==> src/rtl/wave_ptr_player.sv <==
// BRAM-to-AXI-Stream waveform playback engine.
// Reads waveform words between a latched start and stop address, tags the
// word read from the stop address as end-of-pass, and streams everything
// through a small prefetch FIFO with a registered AXIS output stage.
module wave_ptr_player #(
   parameter int DATA_W     = 512,
   parameter int ADDR_W     = 12,
   parameter int RD_LAT     = 2,
   parameter int FIFO_DEPTH = 8,
   parameter int REP_W      = 16
) (
   input  logic              aclk,
   input  logic              aresetn,
   input  logic [ADDR_W-1:0] cfg_start_addr,
   input  logic [ADDR_W-1:0] cfg_stop_addr,
   input  logic [1:0]        cfg_mode,
   input  logic [REP_W-1:0]  cfg_repeat,
   input  logic              cmd_start,
   input  logic              cmd_stop,
   output logic              bram_en,
   output logic [ADDR_W-1:0] bram_addr,
   input  logic [DATA_W-1:0] bram_rdata,
   output logic [DATA_W-1:0] m_axis_tdata,
   output logic              m_axis_tvalid,
   input  logic              m_axis_tready,
   output logic              m_axis_tlast,
   output logic              busy,
   output logic              done,
   output logic              err_cfg
);

   localparam int PTR_W = $clog2(FIFO_DEPTH);
   localparam int CNT_W = PTR_W + 2;
   localparam logic [CNT_W-1:0] DEPTH_C = CNT_W'(FIFO_DEPTH);

   typedef enum logic [1:0] {S_IDLE, S_RUN, S_DRAIN} state_t;

   state_t            state, state_nxt;
   logic [ADDR_W-1:0] start_r, stop_r, ptr;
   logic [1:0]        mode_r;
   logic [REP_W-1:0]  pass_cnt;
   logic              err_r, done_r;

   logic              issue, go, err_set, done_set, drained, at_stop, cfg_bad;
   logic [CNT_W-1:0]  out_cnt;     // reads issued but not yet written into the FIFO
   logic [CNT_W-1:0]  mem_cnt;     // words held in FIFO storage (excludes output register)
   logic [CNT_W-1:0]  occ;

   logic [RD_LAT-1:0] vld_p, last_p;
   logic              wr_en, wr_last;

   logic [DATA_W:0]   mem [FIFO_DEPTH];
   logic [PTR_W-1:0]  wr_ptr, rd_ptr;
   logic              load, mem_rd, mem_wr;
   logic              out_vld, out_last;
   logic [DATA_W-1:0] out_data;

   assign at_stop = (ptr == stop_r);
   assign cfg_bad = (cfg_stop_addr < cfg_start_addr) || (cfg_mode == 2'd3);
   assign occ     = mem_cnt + out_cnt + CNT_W'(out_vld);
   assign drained = (out_cnt == '0) && (mem_cnt == '0) && !out_vld;

   // State register
   always_ff @(posedge aclk or negedge aresetn) begin
      if (!aresetn) state <= S_IDLE;
      else          state <= state_nxt;
   end

   // Next-state, read issue and command decode
   always_comb begin
      state_nxt = state;
      issue     = 1'b0;
      go        = 1'b0;
      err_set   = 1'b0;
      done_set  = 1'b0;
      case (state)
         S_IDLE: begin
            if (cmd_start) begin
               if (cfg_bad) begin
                  err_set = 1'b1;
               end else begin
                  go        = 1'b1;
                  state_nxt = S_RUN;
               end
            end
         end
         S_RUN: begin
            if (cmd_stop) begin
               state_nxt = S_DRAIN;
            end else if (occ < DEPTH_C) begin
               issue = 1'b1;
               if (at_stop && ((mode_r == 2'd0) ||
                               ((mode_r == 2'd1) && (pass_cnt <= REP_W'(1)))))
                  state_nxt = S_DRAIN;
            end
         end
         S_DRAIN: begin
            if (drained) begin
               done_set  = 1'b1;
               state_nxt = S_IDLE;
            end
         end
         default: state_nxt = S_IDLE;
      endcase
   end

   // Latched configuration, read pointer and pass counter
   always_ff @(posedge aclk or negedge aresetn) begin
      if (!aresetn) begin
         start_r  <= '0;
         stop_r   <= '0;
         mode_r   <= '0;
         ptr      <= '0;
         pass_cnt <= '0;
      end else if (go) begin
         start_r  <= cfg_start_addr;
         stop_r   <= cfg_stop_addr;
         mode_r   <= cfg_mode;
         ptr      <= cfg_start_addr;
         pass_cnt <= (cfg_repeat == '0) ? REP_W'(1) : cfg_repeat;
      end else if (issue) begin
         if (!at_stop) begin
            ptr <= ptr + ADDR_W'(1);
         end else begin
            ptr <= start_r;
            if (mode_r == 2'd1) pass_cnt <= pass_cnt - REP_W'(1);
         end
      end
   end

   // Sticky config error and one-cycle done pulse
   always_ff @(posedge aclk or negedge aresetn) begin
      if (!aresetn) begin
         err_r  <= 1'b0;
         done_r <= 1'b0;
      end else begin
         done_r <= done_set;
         if (go)           err_r <= 1'b0;
         else if (err_set) err_r <= 1'b1;
      end
   end

   // ---- stage boundary: read issue -> BRAM return (RD_LAT cycles) ----
   // Valid/last tag pipe matching the BRAM read latency
   always_ff @(posedge aclk or negedge aresetn) begin
      if (!aresetn) begin
         vld_p  <= '0;
         last_p <= '0;
      end else begin
         vld_p[0]  <= issue;
         last_p[0] <= issue && at_stop;
         for (int i = 1; i < RD_LAT; i++) begin
            vld_p[i]  <= vld_p[i-1];
            last_p[i] <= last_p[i-1];
         end
      end
   end

   assign wr_en   = vld_p[RD_LAT-1];
   assign wr_last = last_p[RD_LAT-1];

   // Outstanding read count: +1 per issue, -1 per return written
   always_ff @(posedge aclk or negedge aresetn) begin
      if (!aresetn)               out_cnt <= '0;
      else if (issue && !wr_en)   out_cnt <= out_cnt + CNT_W'(1);
      else if (!issue && wr_en)   out_cnt <= out_cnt - CNT_W'(1);
   end

   // ---- stage boundary: BRAM return -> FIFO -> AXIS output register ----
   // Output register reloads whenever it is empty or being consumed; when the
   // storage is empty a returning word bypasses straight into it.
   assign load   = (!out_vld || m_axis_tready) && ((mem_cnt != '0) || wr_en);
   assign mem_rd = load && (mem_cnt != '0);
   assign mem_wr = wr_en && !(load && (mem_cnt == '0));

   // FIFO storage array (data only, no reset)
   always_ff @(posedge aclk) begin
      if (mem_wr) mem[wr_ptr] <= {wr_last, bram_rdata};
   end

   // FIFO pointers and fill count
   always_ff @(posedge aclk or negedge aresetn) begin
      if (!aresetn) begin
         wr_ptr  <= '0;
         rd_ptr  <= '0;
         mem_cnt <= '0;
      end else begin
         if (mem_wr) wr_ptr <= wr_ptr + PTR_W'(1);
         if (mem_rd) rd_ptr <= rd_ptr + PTR_W'(1);
         if (mem_wr && !mem_rd)      mem_cnt <= mem_cnt + CNT_W'(1);
         else if (!mem_wr && mem_rd) mem_cnt <= mem_cnt - CNT_W'(1);
      end
   end

   // Registered AXIS output stage; holds data/last while stalled
   always_ff @(posedge aclk or negedge aresetn) begin
      if (!aresetn) begin
         out_vld  <= 1'b0;
         out_last <= 1'b0;
         out_data <= '0;
      end else if (load) begin
         out_vld <= 1'b1;
         if (mem_cnt != '0) {out_last, out_data} <= mem[rd_ptr];
         else               {out_last, out_data} <= {wr_last, bram_rdata};
      end else if (out_vld && m_axis_tready) begin
         out_vld <= 1'b0;
      end
   end

   assign bram_en       = issue;
   assign bram_addr     = ptr;
   assign m_axis_tdata  = out_data;
   assign m_axis_tvalid = out_vld;
   assign m_axis_tlast  = out_last;
   assign busy          = (state != S_IDLE);
   assign done          = done_r;
   assign err_cfg       = err_r;

endmodule
==> config.mk <==
export PLATFORM = sky130hd
export DESIGN_NAME = wave_ptr_player
export DESIGN_NICKNAME = d
export VERILOG_FILES = /design/src/rtl/wave_ptr_player.sv
export SDC_FILE = /design/constraint.sdc
export NUM_CORES = 2
export LEC_CHECK = 0
export ABC_CLOCK_PERIOD_IN_PS = 44600
export CORE_MARGIN = 3
export CORE_UTILIZATION = 37
export CTS_CLUSTER_DIAMETER = 40
export CTS_CLUSTER_SIZE = 16
export DETAILED_ROUTE_END_ITERATION = 16
export PLACE_DENSITY_LB_ADDON = 0.05
export RECOVER_POWER = 50
export SYNTH_ARGS = -nofsm -noshare
export SYNTH_HDL_FRONTEND = slang
export SYNTH_MEMORY_MAX_BITS = 65536
export SYNTH_SLANG_ARGS = --single-unit
==> constraint.sdc <==
create_clock -name aclk -period 44.6 [get_ports aclk]
set_input_delay 8.92 -clock aclk [delete_from_list [all_inputs] [get_ports aclk]]
set_output_delay 8.92 -clock aclk [all_outputs]
set_load 0.01 [all_outputs]
==> flow_metrics.py <==
metrics = {
    "status": {
        "violations": "capacitance limit, slew limit",
        "status": "complete, but fails checks",
    },
    "floorplanning": {
        "start_util_pct": 37.2,
        "ios": 1089,
        "core_mm2": 0.476,
        "fp.dieArea_mm2": 0.487,
        "rows": 253,
        "die_h_um": 698,
        "die_w_um": 698,
    },
    "logic_synthesis": {
        "synth_ff_type": "edfxtp_1",
        "synth_area_leaders": "edfxtp_1 70%, mux4_2 13%, dfrtp_1 8.4%",
        "synth_top_cell_by_area": "edfxtp_1",
        "yosysMostFrequentCell": "edfxtp_1",
        "ys_seq_area_share_pct": 77.9,
        "synth_edf_count": 4104,
        "synthArstFlopShare_pct": 12.6,
        "synthTopCellsByCount": "4104 x edfxtp_1, 1026 x mux4_2, 592 x dfrtp_1",
        "ys.warnings.count": 0,
        "avgSynthCellArea_um2": 21.9,
        "synthesis.area_mm2": 0.177,
        "synth_nets": 8686,
        "syn_inst": 8097,
        "synthDistinctLibCells": 52,
        "synth-seq-cells": 4696,
        "yosysTopAreaCellShare_pct": 69.5,
    },
    "power": {
        "powerDensity_mw_per_mm2": 65.2,
        "p_int_mw": 10.3,
        "switchingPower_mw": 4.12,
        "p_leak_nw": 73.3,
        "p_clk_share_pct": 39.4,
        "swShare_pct": 28.6,
        "p_comb_share_pct": 23.3,
        "pwr-share-seq_pct": 37.3,
        "ir_drop_mv": 0.0676,
    },
    "final_layout": {
        "final_cell_area_mm2": 0.220,
        "multi_input_area_mm2": 0.0372,
        "drive_above_1_share_pct": 23.5,
        "nFillCells": 40100,
        "area_growth_pct": 24.3,
        "seqCellArea_mm2": 0.138,
        "nets": 10100,
    },
    "placed_design": {
        "globalplace.congestion": 0.753,
        "placed_area_mm2": 0.196,
        "dp_hpwl_um": 277000,
        "io_buffer_count": 1088,
    },
    "clock_tree": {
        "cts_max_path_buffers": 4,
        "cts_made_buffers": 686,
        "htree_levels": 6,
        "ctsResizeCount": 0,
        "insertion_delay_ns": 1.09,
        "clock-sinks": 4696,
        "ctsHoldBuffers": 0,
        "cts_tree": "done",
        "post_cts_buffers": 0,
        "clockRootBuffer": "clkbuf_16",
        "path_clk_slew_ns": 0.05,
    },
    "critical_path": {
        "setup.worst_path.start_class": "primary input",
        "crit_path_top_delay_cell": "clkdlybuf4s50_1",
        "crit_required_ns": 35.68,
        "path_cells": "dlygate4sd3_1 > nor2_1 > nand2b_1 > inv_1 > clkdlybuf4s50_1",
        "critPathMaxStageDelay_ns": 0.62,
        "end_kind": "primary output",
        "worstPathArrival_ns": 11.05,
        "crit_type": "in -> out",
        "r2r_start": "m_axis_tvalid",
        "reg2reg_depth": 7,
        "r2r_slack_ns": 34.37,
        "crit_fanout": 14,
        "worstReg2RegEnd": "mem[5][191]",
    },
    "timing": {
        "tightestPinTransition_ns": 8.95,
        "finalHoldViolations": 0,
        "finalCritPeriodShare_pct": 44.8,
        "clock_skew_ns": 0.0681,
        "finalSetupViolCount": 0,
        "rsz0062_at_grt": "false",
        "relSlewSlack_pct": -497,
        "maxSlewViolCount": 1151,
        "max_freq_mhz": 50.1,
        "post-route-min-period_ns": 19.97,
        "tns_ns": 0,
    },
    "hold_path": {
        "hold_depth": 0,
        "min_from": "last_p[0]",
        "hp-class": "reg -> reg",
        "hold_path_end": "last_p[1]",
    },
    "detailed_routing": {
        "wire_per_inst_um": 30.2,
        "drt_wl_total_um": 502000,
        "drcViolationCount": 0,
        "ant_nets": 0,
        "first_iter_violations": 6614,
        "first_pass_iters": 5,
        "dr_total_vias": 89800,
        "viasPerCell": 5.41,
    },
    "global_routing": {
        "grtUsageTotal_pct": 20.3,
        "grt_max_degree": 154,
        "grt_pass1_wl_um": 719000,
        "grt_antenna_before_repair": 236,
        "overflow": 0,
        "grt_pass1_vias": 96200,
    },
    "flow_run": {
        "cap_violations": 23,
    },
}
-- cell type report --
class | instances | area share [%]
Antenna cell | 52 | 0.0590
Inverter | 22 | 0.0375
Clock buffer | 801 | 8.16
Timing Repair Buffer | 1249 | 5.64
Sequential cell | 4696 | 62.6
Tap cell | 6375 | 3.62
Clock inverter | 493 | 2.99
Multi-Input combinational cell | 2905 | 16.9
-- per-layer routing --
metal / GRT usage, % / wire length (um) / vias to the layer above
met5: 0 / 545 / -
met4: 4.59 / 11700 / 84
met3: 4.87 / 32000 / 918
met2: 33.7 / 246000 / 2648
met1: 27.1 / 211000 / 48800
li1: - / - / 37400
-- per-stage QoR --
step | util [%] | hold slack, ns | cells | setup slack (ns) | power [mW]
after floorplan | - | 0.331 | 8097 | 12.08 | 7.40
after global placement | 41.1 | 0.340 | 15200 | 24.76 | 8.89
after detailed placement | 41.1 | 0.335 | 15200 | 24.74 | 8.90
after CTS | 46.3 | 0.344 | 16500 | 24.73 | 14.6
after global routing | 46.3 | 0.347 | 16600 | 24.51 | 15.0
final | 46.3 | 0.342 | 16600 | 24.63 | 14.4
-- registers in the layout, indices dropped and copies added, names as in the netlist, 2 cells and up --
| name | cells |
|---|---|
| pass_cnt | 16 |
| out_cnt | 5 |
| state | 2 |
| mem | 4104 |
| m_axis_tdata | 512 |
| vld_p | 2 |
| rd_ptr | 3 |
| bram_addr | 12 |
| mem_cnt | 5 |
| stop_r | 12 |
| start_r | 12 |
| wr_ptr | 3 |
| last_p | 2 |
| mode_r | 2 |
-- critical path, delay by kind of cell --
family,cells,cell delay [ns]
buffers and inverters,3,1.58
AND/OR/NAND/NOR,2,0.54
-- cells in the final DEF, fill, tap and decap left out, types with 110 or more instances in the layout --
master              n
dfrtp_1           589
o21ai_0           429
clkbuf_16         690
dlygate4sd3_1     516
mux4_2           1026
o21ai_1           116
mux2i_1           514
edfxtp_1         4104
clkdlybuf4s50_1   571
a22oi_1           513
buf_4             110
-- cells by family after synthesis --
family | share of synthesized area (%)
XOR/XNOR | 0.216
buffers and inverters | 1.19
multiplexers | 16.1
adder cells (fa/ha/maj) | 0.220
AO/OA/AOI/OAI | 3.98
flip-flops | 77.9
AND/OR/NAND/NOR | 0.452
-- worst max-delay path by stage --
stage                   from                end  slack [ns]
4_1_cts             cmd_stop            bram_en       24.73
2_1_floorplan  m_axis_tready          mem[4][0]       12.08
5_1_grt              aresetn  m_axis_tdata[183]       24.51
6_report            cmd_stop            bram_en       24.63
3_3_place_gp        cmd_stop            bram_en       24.76
3_5_place_dp        cmd_stop            bram_en       24.74
-- power by group through the flow --
stage               sequential (mW)  clock (mW)  combinational, mW
global route                   5.39        5.99               3.62
detailed placement             5.45           0               3.45
global placement               5.45           0               3.43
CTS                            5.38        5.79               3.46
finish                         5.37        5.66               3.34
floorplan                      5.42           0               1.97
Power figures use the tool's default switching activity.
